### config.mk
export PLATFORM = sky130hd
export DESIGN_NAME = sp_ram_fifo_ctrl_flat
export DESIGN_NICKNAME = d
export VERILOG_FILES = /design/src/rtl/sp_fifo_pkg.sv /design/src/rtl/sp_ram_fifo_ctrl_if.sv /design/src/rtl/sp_fifo_obuf.sv /design/src/rtl/sp_ram_fifo_ctrl.sv /design/src/flat_wrapper.sv
export SDC_FILE = /design/constraint.sdc
export NUM_CORES = 1
export LEC_CHECK = 0
export ABC_AREA = 1
export BUFFER_PORTS_ARGS = -buffer_cell sky130_fd_sc_hd__buf_4
export CAP_MARGIN = 20
export CORE_MARGIN = 4
export CORE_UTILIZATION = 56
export CTS_CLUSTER_DIAMETER = 150
export DETAILED_ROUTE_END_ITERATION = 7
export PLACE_DENSITY = 0.84
export SLEW_MARGIN = 20
export SYNTH_ARGS = -nofsm -noshare
export SYNTH_HDL_FRONTEND = slang
export SYNTH_HIERARCHICAL = 1
export SYNTH_SLANG_ARGS = --single-unit
### constraint.sdc
create_clock -name clk -period 7.5 [get_ports clk]
set_input_delay 0.75 -clock clk [delete_from_list [all_inputs] [get_ports clk]]
set_output_delay 0.75 -clock clk [all_outputs]
set_load 0.02 [all_outputs]
### src/rtl/sp_fifo_pkg.sv
// Shared definitions for the single-port-RAM FIFO controller:
// output buffer depth, arbiter grant encoding and RAM depth helper.
package sp_fifo_pkg;

    localparam int unsigned OBUF_DEPTH = 3;

    typedef enum logic {
        WR = 1'b0,
        RD = 1'b1
    } grant_t;

    function automatic int unsigned fifo_depth(input int unsigned addr_width);
        return 32'd1 << addr_width;
    endfunction

endpackage

### src/rtl/sp_ram_fifo_ctrl_if.sv
// Push/pop valid-ready bundle of the FIFO controller; master is the
// producer/consumer side, slave is the FIFO itself.
interface sp_ram_fifo_ctrl_if #(
    parameter int DATA_WIDTH = 8
);
    logic                  wr_valid;
    logic                  wr_ready;
    logic [DATA_WIDTH-1:0] wr_data;
    logic                  rd_valid;
    logic                  rd_ready;
    logic [DATA_WIDTH-1:0] rd_data;

    modport master (
        output wr_valid, wr_data, rd_ready,
        input  wr_ready, rd_valid, rd_data
    );

    modport slave (
        input  wr_valid, wr_data, rd_ready,
        output wr_ready, rd_valid, rd_data
    );
endinterface

### src/rtl/sp_fifo_obuf.sv
// Small registered output FIFO that absorbs RAM read latency; head is
// always entry 0 so the visible data comes straight from a flop.
module sp_fifo_obuf
    import sp_fifo_pkg::*;
#(
    parameter int DATA_WIDTH = 8
) (
    input  logic                  clk,
    input  logic                  rst_n,
    input  logic                  push,
    input  logic [DATA_WIDTH-1:0] push_data,
    input  logic                  pop,
    output logic [DATA_WIDTH-1:0] head,
    output logic [1:0]            buf_count
);

    logic [DATA_WIDTH-1:0] entry [0:OBUF_DEPTH-1];
    logic [1:0]            count_q;
    logic                  do_pop;
    logic [1:0]            wr_idx;

    assign do_pop    = pop && (count_q != '0);
    assign wr_idx    = count_q - {1'b0, do_pop};
    assign head      = entry[0];
    assign buf_count = count_q;

    always_ff @(posedge clk) begin
        if (!rst_n) begin
            count_q <= '0;
        end else begin
            count_q <= count_q + {1'b0, push} - {1'b0, do_pop};
        end
    end

    // Shift on pop; the push lands behind whatever survives the shift.
    always_ff @(posedge clk) begin
        if (do_pop) begin
            entry[0] <= entry[1];
            entry[1] <= entry[2];
        end
        if (push && (wr_idx != 2'(OBUF_DEPTH))) begin
            entry[wr_idx] <= push_data;
        end
    end

endmodule

### src/rtl/sp_ram_fifo_ctrl.sv
// FIFO controller in front of a single-port RAM: arbitrates push writes
// against prefetch reads and feeds a registered output buffer.
module sp_ram_fifo_ctrl
    import sp_fifo_pkg::*;
#(
    parameter int DATA_WIDTH = 8,
    parameter int ADDR_WIDTH = 6
) (
    input  logic                  clk,
    input  logic                  rst_n,
    sp_ram_fifo_ctrl_if.slave     fifo,
    output logic [ADDR_WIDTH+1:0] count,
    output logic                  full,
    output logic                  empty,
    output logic [DATA_WIDTH-1:0] ram_data,
    output logic [ADDR_WIDTH-1:0] ram_addr,
    output logic                  ram_we,
    output logic                  ram_re,
    input  logic [DATA_WIDTH-1:0] ram_q
);

    localparam int unsigned           DEPTH    = fifo_depth(ADDR_WIDTH);
    localparam logic [ADDR_WIDTH:0]   MEM_FULL = (ADDR_WIDTH+1)'(DEPTH);

    logic [ADDR_WIDTH-1:0] wr_ptr;
    logic [ADDR_WIDTH-1:0] rd_ptr;
    logic [ADDR_WIDTH:0]   mem_count;
    logic                  inflight;
    grant_t                last_grant;
    logic [1:0]            buf_count;
    logic                  mem_full;
    logic                  want_rd;
    logic                  want_wr;
    logic                  grant_wr;
    logic                  grant_rd;
    logic                  pop;

    assign mem_full = (mem_count == MEM_FULL);
    // Only registered state decides whether a prefetch is wanted.
    assign want_rd  = (mem_count != '0) &&
                      (({1'b0, buf_count} + {2'b00, inflight}) < 3'(OBUF_DEPTH));
    assign want_wr  = fifo.wr_valid && !mem_full;

    always_comb begin
        grant_wr = 1'b0;
        grant_rd = 1'b0;
        if (want_wr && want_rd) begin
            if (last_grant == RD) grant_wr = 1'b1;
            else                  grant_rd = 1'b1;
        end else begin
            grant_wr = want_wr;
            grant_rd = want_rd;
        end
    end

    assign fifo.wr_ready = rst_n && !mem_full &&
                           !(want_rd && ((last_grant == WR) || !fifo.wr_valid));

    assign ram_we   = rst_n && grant_wr;
    assign ram_re   = rst_n && grant_rd;
    assign ram_addr = grant_wr ? wr_ptr : rd_ptr;
    assign ram_data = fifo.wr_data;

    always_ff @(posedge clk) begin
        if (!rst_n) begin
            wr_ptr     <= '0;
            rd_ptr     <= '0;
            mem_count  <= '0;
            inflight   <= 1'b0;
            last_grant <= RD;
        end else begin
            if (grant_wr) wr_ptr <= wr_ptr + ADDR_WIDTH'(1);
            if (grant_rd) rd_ptr <= rd_ptr + ADDR_WIDTH'(1);
            case ({grant_wr, grant_rd})
                2'b10:   mem_count <= mem_count + (ADDR_WIDTH+1)'(1);
                2'b01:   mem_count <= mem_count - (ADDR_WIDTH+1)'(1);
                default: mem_count <= mem_count;
            endcase
            inflight <= grant_rd;
            if (want_wr && want_rd) last_grant <= grant_wr ? WR : RD;
        end
    end

    assign fifo.rd_valid = (buf_count != '0);
    assign pop           = fifo.rd_valid && fifo.rd_ready;

    sp_fifo_obuf #(
        .DATA_WIDTH (DATA_WIDTH)
    ) u_obuf (
        .clk       (clk),
        .rst_n     (rst_n),
        .push      (inflight),
        .push_data (ram_q),
        .pop       (pop),
        .head      (fifo.rd_data),
        .buf_count (buf_count)
    );

    assign count = (ADDR_WIDTH+2)'(mem_count) + (ADDR_WIDTH+2)'(inflight) +
                   (ADDR_WIDTH+2)'(buf_count);
    assign empty = (count == '0);
    assign full  = mem_full;

endmodule

### src/flat_wrapper.sv
// flat-port wrapper written by rule: the top's interface ports become plain ports
module sp_ram_fifo_ctrl_flat import sp_fifo_pkg::*;
#(
    parameter int DATA_WIDTH = 8,
    parameter int ADDR_WIDTH = 6
)
  (clk, rst_n, count, full, empty, ram_data, ram_addr, ram_we, ram_re, ram_q, fifo_wr_valid, fifo_wr_data, fifo_rd_ready, fifo_wr_ready, fifo_rd_valid, fifo_rd_data);
  sp_ram_fifo_ctrl_if #(.DATA_WIDTH(DATA_WIDTH)) fifo_i ();
  input  logic clk;
  input  logic rst_n;
  output logic [ADDR_WIDTH+1:0] count;
  output logic full;
  output logic empty;
  output logic [DATA_WIDTH-1:0] ram_data;
  output logic [ADDR_WIDTH-1:0] ram_addr;
  output logic ram_we;
  output logic ram_re;
  input  logic [DATA_WIDTH-1:0] ram_q;
  input wire logic [$bits(fifo_i.wr_valid)-1:0] fifo_wr_valid;
  input wire logic [$bits(fifo_i.wr_data)-1:0] fifo_wr_data;
  input wire logic [$bits(fifo_i.rd_ready)-1:0] fifo_rd_ready;
  output wire logic [$bits(fifo_i.wr_ready)-1:0] fifo_wr_ready;
  output wire logic [$bits(fifo_i.rd_valid)-1:0] fifo_rd_valid;
  output wire logic [$bits(fifo_i.rd_data)-1:0] fifo_rd_data;
  assign fifo_i.wr_valid = fifo_wr_valid;
  assign fifo_i.wr_data = fifo_wr_data;
  assign fifo_i.rd_ready = fifo_rd_ready;
  assign fifo_wr_ready = fifo_i.wr_ready;
  assign fifo_rd_valid = fifo_i.rd_valid;
  assign fifo_rd_data = fifo_i.rd_data;
  sp_ram_fifo_ctrl #(.DATA_WIDTH(DATA_WIDTH), .ADDR_WIDTH(ADDR_WIDTH)) u_core (.clk(clk), .rst_n(rst_n), .fifo(fifo_i), .count(count), .full(full), .empty(empty), .ram_data(ram_data), .ram_addr(ram_addr), .ram_we(ram_we), .ram_re(ram_re), .ram_q(ram_q));
endmodule
Yosys cells after proc, flatten, opt, wreduce, memory -nomap -nowiden --
Memory sizes are Yosys's and may differ from the RTL's. Index checks and enable logic that the tools add are counted. W data, S select, Z words.
Word-level totals: memories kept 1, logic and storage cells 53, RAM bits 24, input port bits 20, flip-flop bits (word level) 23, output and inout bits 36
Operators by class: reduce and logical (&&, ||, !) cells 19, magnitude comparators 1, muxes and demuxes 11, equal/unequal tests 4, $add $sub $neg 10, bitwise operators 1
Memories:
- u_core.u_obuf.entry | depth 3, bits a word 8, read ports 3, clocked after Yosys merged registers in 0, wr ports 3, line sp_fifo_obuf.sv:17 | logic [DATA_WIDTH-1:0] entry [0:OBUF_DEPTH-1];
Operators by type and width (count):
- $pmux W7 S2 | 1
- $add A6 B1 Y6 const B | 2
- $logic_and A1 B1 Y1 | 11
- $mux W1 | 9
- $add A7 B1 Y8 | 1
- $add A8 B2 Y8 | 1
- $logic_not A8 Y1 | 1
- $add A7 B1 Y7 const B | 1
- $eq A7 B7 Y1 const B | 1
- $reduce_bool A7 Y1 | 1
- $sub A7 B1 Y7 const B | 1
- $mux W6 | 1
- $reduce_bool A2 Y1 | 2
- $sub A2 B1 Y2 | 2
- $add A2 B1 Y3 | 1
- $logic_not A1 Y1 | 3
- $lt A3 B2 Y1 const B | 1
- $add A2 B1 Y2 | 1
- $eq A2 B1 Y1 const B | 1
- $eq A2 B2 Y1 const B | 1
- $ne A2 B2 Y1 const B | 1
- $logic_or A1 B1 Y1 | 1
- $not A1 Y1 | 1

Depth between registers and ports, before layout --
depth after elaboration 8, mapped depth 21, depth with buffers taken out 20

Modules after synthesis --
Netlist, hierarchy kept.
Modules (own cells, without submodules):
- sp_ram_fifo_ctrl | cells each 269, instances 1, seq. area each 420.4 µm², area each 1789.2 µm²
- sp_fifo_obuf | cells each 106, instances 1, seq. area each 760.7 µm², area each 1192.4 µm²

Worst setup path after synthesis --
Ideal clock, no wire load.
path type register to output, start register u_core.mem_count[0], end output port empty, data required time 6.750 ns, cell stages (with the launch flop) 10, slack 4.738 ns, arrival 2.012 ns, buffers on the path 0, path through dfxtp_1 > fa_1 > inv_1 > fa_1 > xnor2_1 > nor3_1 > nand2_1 > nor2_1 > nand3_1 > nor2_1
Between the ends: longest elaborated chain between the ends 3
RTL lines:
- from (decl) | line sp_ram_fifo_ctrl.sv:27 | logic [ADDR_WIDTH:0] mem_count;
- from (signal assigned) | line sp_ram_fifo_ctrl.sv:75 | 2'b10: mem_count <= mem_count + (ADDR_WIDTH+1)'(1);
- from (signal assigned) | line sp_ram_fifo_ctrl.sv:76 | 2'b01: mem_count <= mem_count - (ADDR_WIDTH+1)'(1);
- from (signal assigned) | line sp_ram_fifo_ctrl.sv:77 | default: mem_count <= mem_count;
- $add A7 B1 Y8 | line sp_ram_fifo_ctrl.sv:99 | assign count = (ADDR_WIDTH+2)'(mem_count) + (ADDR_WIDTH+2)'(inflight) +
- $add A8 B2 Y8 | line sp_ram_fifo_ctrl.sv:99
- named net count[2] | line flat_wrapper.sv:11 | output logic [ADDR_WIDTH+1:0] count;
- $logic_not A8 Y1 | line sp_ram_fifo_ctrl.sv:101 | assign empty = (count == '0);
- to (decl) | line flat_wrapper.sv:13 | output logic empty;
The timed path passes the listed nets, and every way through them passes these cells.

Worst setup path after layout --
start register u_core.u_obuf.count_q[0], in the netlist u_core/u_obuf/buf_count[0], end register u_core.mem_count[4]
Between the ends: longest elaborated chain between the ends 7, elaborated cells between the ends (all ways) 10, classes of those cells add/sub: 1; order compare: 1; eq/ne: 2; mux: 3; reduce/logical: 3
RTL lines:
- from (decl) | line sp_fifo_obuf.sv:18 | logic [1:0] count_q;
- from (signal assigned) | line sp_fifo_obuf.sv:31 | count_q <= count_q + {1'b0, push} - {1'b0, do_pop};
- $add A2 B1 Y3 (*) | line sp_ram_fifo_ctrl.sv:41 | (({1'b0, buf_count} + {2'b00, inflight}) < 3'(OBUF_DEPTH));
- $lt A3 B2 Y1 (*) | line sp_ram_fifo_ctrl.sv:41
- $logic_and A1 B1 Y1 (*) | line sp_ram_fifo_ctrl.sv:40 | assign want_rd = (mem_count != '0) &&
- $logic_and A1 B1 Y1 | line sp_ram_fifo_ctrl.sv:47 | if (want_wr && want_rd) begin
- $mux W1 | line sp_ram_fifo_ctrl.sv:47
- $eq A2 B1 Y1 or $eq A2 B2 Y1 (tied branches) | line sp_ram_fifo_ctrl.sv:74 | case ({grant_wr, grant_rd})
- $pmux W7 S2 or $reduce_bool A2 Y1 (tied branches)
Mark *: on every way between the ends. The rest lies on a longest branch, timed or not. A chain may end at the register's enable or synchronous reset.

==> qor.tcl <==
set qor(synth-edff-count) 24
set qor(starting_density_of_the_core) 0.580
set qor(timing_max_transition_violations_final) 0
set qor(postCtsHoldBufs) 0
set qor(die_width_um) 81.0
set qor(drt-wirelength-per-cell_um) 12.1
set qor(grt_antenna_before_repair) 0
set qor(final.setup_skew_ns) 0.00963
set qor(result_of_the_run) {complete, no violations}
set qor(synth_area_per_cell_sq_um) 7.95
set qor(ys_ff_latch) 47
set qor(synthCells) 375
set qor(layout.core_utilization) 0.651
set qor(netlist-cell-type-count) 38
set qor(post_route_setup_tns_ns) 0
set qor(drt-initial-drc-count) 221
set qor(worstPathMaxFanout) 15
set qor(dp_hpwl_um) 4420
set qor(final_min_period_over_clock_period) 0.456
set qor(clk_latency_ns) 0.30
set qor(static-leakage-power_nw) 1.62
set qor(drt-pass1-iter-count) 6
set qor(synth.area.top_cells) {edfxtp_1, dfxtp_1, nand2_1}
set qor(design.final.nets) 439
set qor(antenna_violating_nets_post_route) 0
set qor(cp-end-kind) {flop}
set qor(net_count_after_synthesis) 408
set qor(total_routing_usage_reported_by_global_routing) 0.184
set qor(fillers) 433
set qor(synth_flop_cell) {edfxtp_1}
set qor(area_delta_synth_final_pct) 12.2
set qor(numClockSinks) 47
set qor(clock.fmax_mhz) 292
set qor(synth_area_leader_cell) {edfxtp_1}
set qor(synth.top_cells.by_count) {nand2_1, inv_1, nand3_1}
set qor(cellPowerDensity_nw_per_um2) 394
set qor(slew_margin_rel) 0.589
set qor(max_slew.worst_pin.slew_ns) 0.614
set qor(yosys_warnings) 6
set qor(core_area_sq_um) 5140
set qor(peakVddDrop_mv) 0.224
set qor(timing.critical_path.arrival_ns) 3.63
set qor(ys_async_rst_share) 0
set qor(grt-ovfl-total) 0
set qor(design.portCount) 56
set qor(path_class) {reg -> reg}
set qor(route.vias.total) 2434
set qor(finalWorstPathRequiredPeriod_ns) 3.42
set qor(vias_in_the_first_global_route) 2095
set qor(drive_above_1_share) 0.209
set qor(yosys.area.top_type_share) 0.242
set qor(wire_length_of_the_first_global_routing_pass_um) 9460
set qor(number_of_buffers_created_by_cts) 5
set qor(clk_pin_slew_worst_paths_ns) 0.09
set qor(post_drt_via_cell_ratio) 5.10
set qor(syn_area_sq_um) 2980
set qor(die-height_um) 81.0
set qor(setup-violations-final) 0
set qor(timing.max_cap.violations) 0
set qor(drt-total-wl_um) 5780
set qor(gp_congestion) 0.992
set qor(cp_data_required_time_ns) 7.71
set qor(ctsHtreeMaxLevel) 2
set qor(place.port_buffers) 39
set qor(post_cts_setup_buffer_count) 0
set qor(synth_seq_area_share) 0.396
set qor(cts_tree) {done}
set qor(grt_max_degree) 20
set qor(setup.worst_path.start_class) {flop}
set qor(clock_path_buffers) 2
set qor(rows) 26
set qor(rsz0062_at_grt) {false}
set qor(post_cts.resized_instances) 0
set qor(fp.dieArea_sq_um) 6560
set qor(diodes) 0
set qor(synth.most_common_cell) {nand2_1}
set qor(drt_drc_violations_left) 0
set qor(clock_tree.root_cell) {clkbuf_8}
set qor(count_of_final_hold_check_violations) 0
set qor(worst_hold_path_type) {reg -> reg}
layout make-up:
| cell class | instances | area, sq um | area share |
|---|---|---|---|
| Clock buffer | 6 | 93.8 | 0.0280 |
| Tap cell | 70 | 87.6 | 0.0262 |
| Timing Repair Buffer | 39 | 293 | 0.0875 |
| Sequential cell | 47 | 1180 | 0.353 |
| Clock inverter | 2 | 16.3 | 0.00486 |
| Multi-Input combinational cell | 266 | 1490 | 0.445 |
| Inverter | 47 | 186 | 0.0557 |
sequential cells by signal (all words and copies together) (netlist names):
signal,count
u_core/u_obuf/buf_count,2
u_core/inflight,1
u_core/last_grant,1
u_core/rd_ptr,6
u_core/wr_ptr,6
u_core/u_obuf/entry,24
u_core/mem_count,7
critical path: stages (launching register included):
cell and delay (ns):
dfxtp_1 0.46, ha_1 0.20, ha_1 0.23, a21oi_1 0.19, o21ai_1 0.12, o21ai_2 0.47, ha_1 0.47, inv_1 0.20
nand2_1 0.11, nand2_1 0.07, inv_1 0.05, ha_1 0.12, a21oi_1 0.07, o21ai_0 0.26, inv_1 0.07, nand2_1 0.06
nand3_1 0.07, nand2_1 0.07, inv_1 0.04
layout by cell type, fill, tap and decap left out, types with 2 or more instances in the layout:
master and n:
fa_1 2, a21oi_1 15, a21oi_2 4, nor3_1 3, nand3_1 35, ha_1 11, clkinv_4 2, nand3_2 3
xnor2_1 4, nand2_1 112, o21ai_0 11, nand4_1 2, nor2_1 23, dfxtp_1 23, edfxtp_1 24, inv_2 5
o21a_1 2, buf_4 39, clkbuf_8 5, xor2_1 12, nor2_2 2, nand2_2 9, nor2_4 4, inv_1 39
nand2_4 4
through the flow:
stage	hold WS [ns]	cell area [sq um]	power [mW]	instances	setup WS, ns
2_1_floorplan	0.462	2980	0.968	375	4.74
3_3_place_gp	0.481	3240	1.13	469	4.33
3_5_place_dp	0.487	3240	1.14	469	4.15
4_1_cts	0.500	3350	1.32	477	4.12
5_1_grt	0.518	3350	1.42	477	3.83
6_report	0.501	3350	1.32	477	4.08
cells by family after synthesis:
family,share of synthesized area
adder cells (fa/ha/maj),0.0596
buffers and inverters,0.105
flip-flops,0.396
AO/OA/AOI/OAI,0.0730
AND/OR/NAND/NOR,0.319
XOR/XNOR,0.0470
power breakdown:
group / switching (mW) / total (mW) / internal, mW
clock: 0.0881 / 0.175 / 0.0870
sequential: 0.0618 / 0.411 / 0.349
combinational: 0.470 / 0.733 / 0.264
path summary, 6_finish.rpt:
| kind | end | cells past startpoint | from | slack, ns |
|---|---|---|---|---|
| worst min-delay path | u_core/wr_ptr[4]$_SDFFE_PN0N_ | 2 | u_core/wr_ptr[4]$_SDFFE_PN0N_ | 0.50 |
| worst min register to register | u_core/wr_ptr[4]$_SDFFE_PN0N_ | 2 | u_core/wr_ptr[4]$_SDFFE_PN0N_ | 0.50 |
| worst max-delay path | u_core/mem_count[4]$_SDFFE_PN0P_ | 18 | u_core/u_obuf/buf_count[0]$_SDFF_PN0_ | 4.08 |
| worst max register to register | u_core/mem_count[4]$_SDFFE_PN0P_ | 18 | u_core/u_obuf/buf_count[0]$_SDFF_PN0_ | 4.08 |
routing by layer:
metal	vias up	part of all wire	track usage
li1	1253	-	-
met1	1078	0.46	0.257
met2	99	0.45	0.293
met3	4	0.087	0.0421
met4	0	0.0081	0.0405
met5	-	0	0
Note: power is estimated with default switching activity, not from simulation.
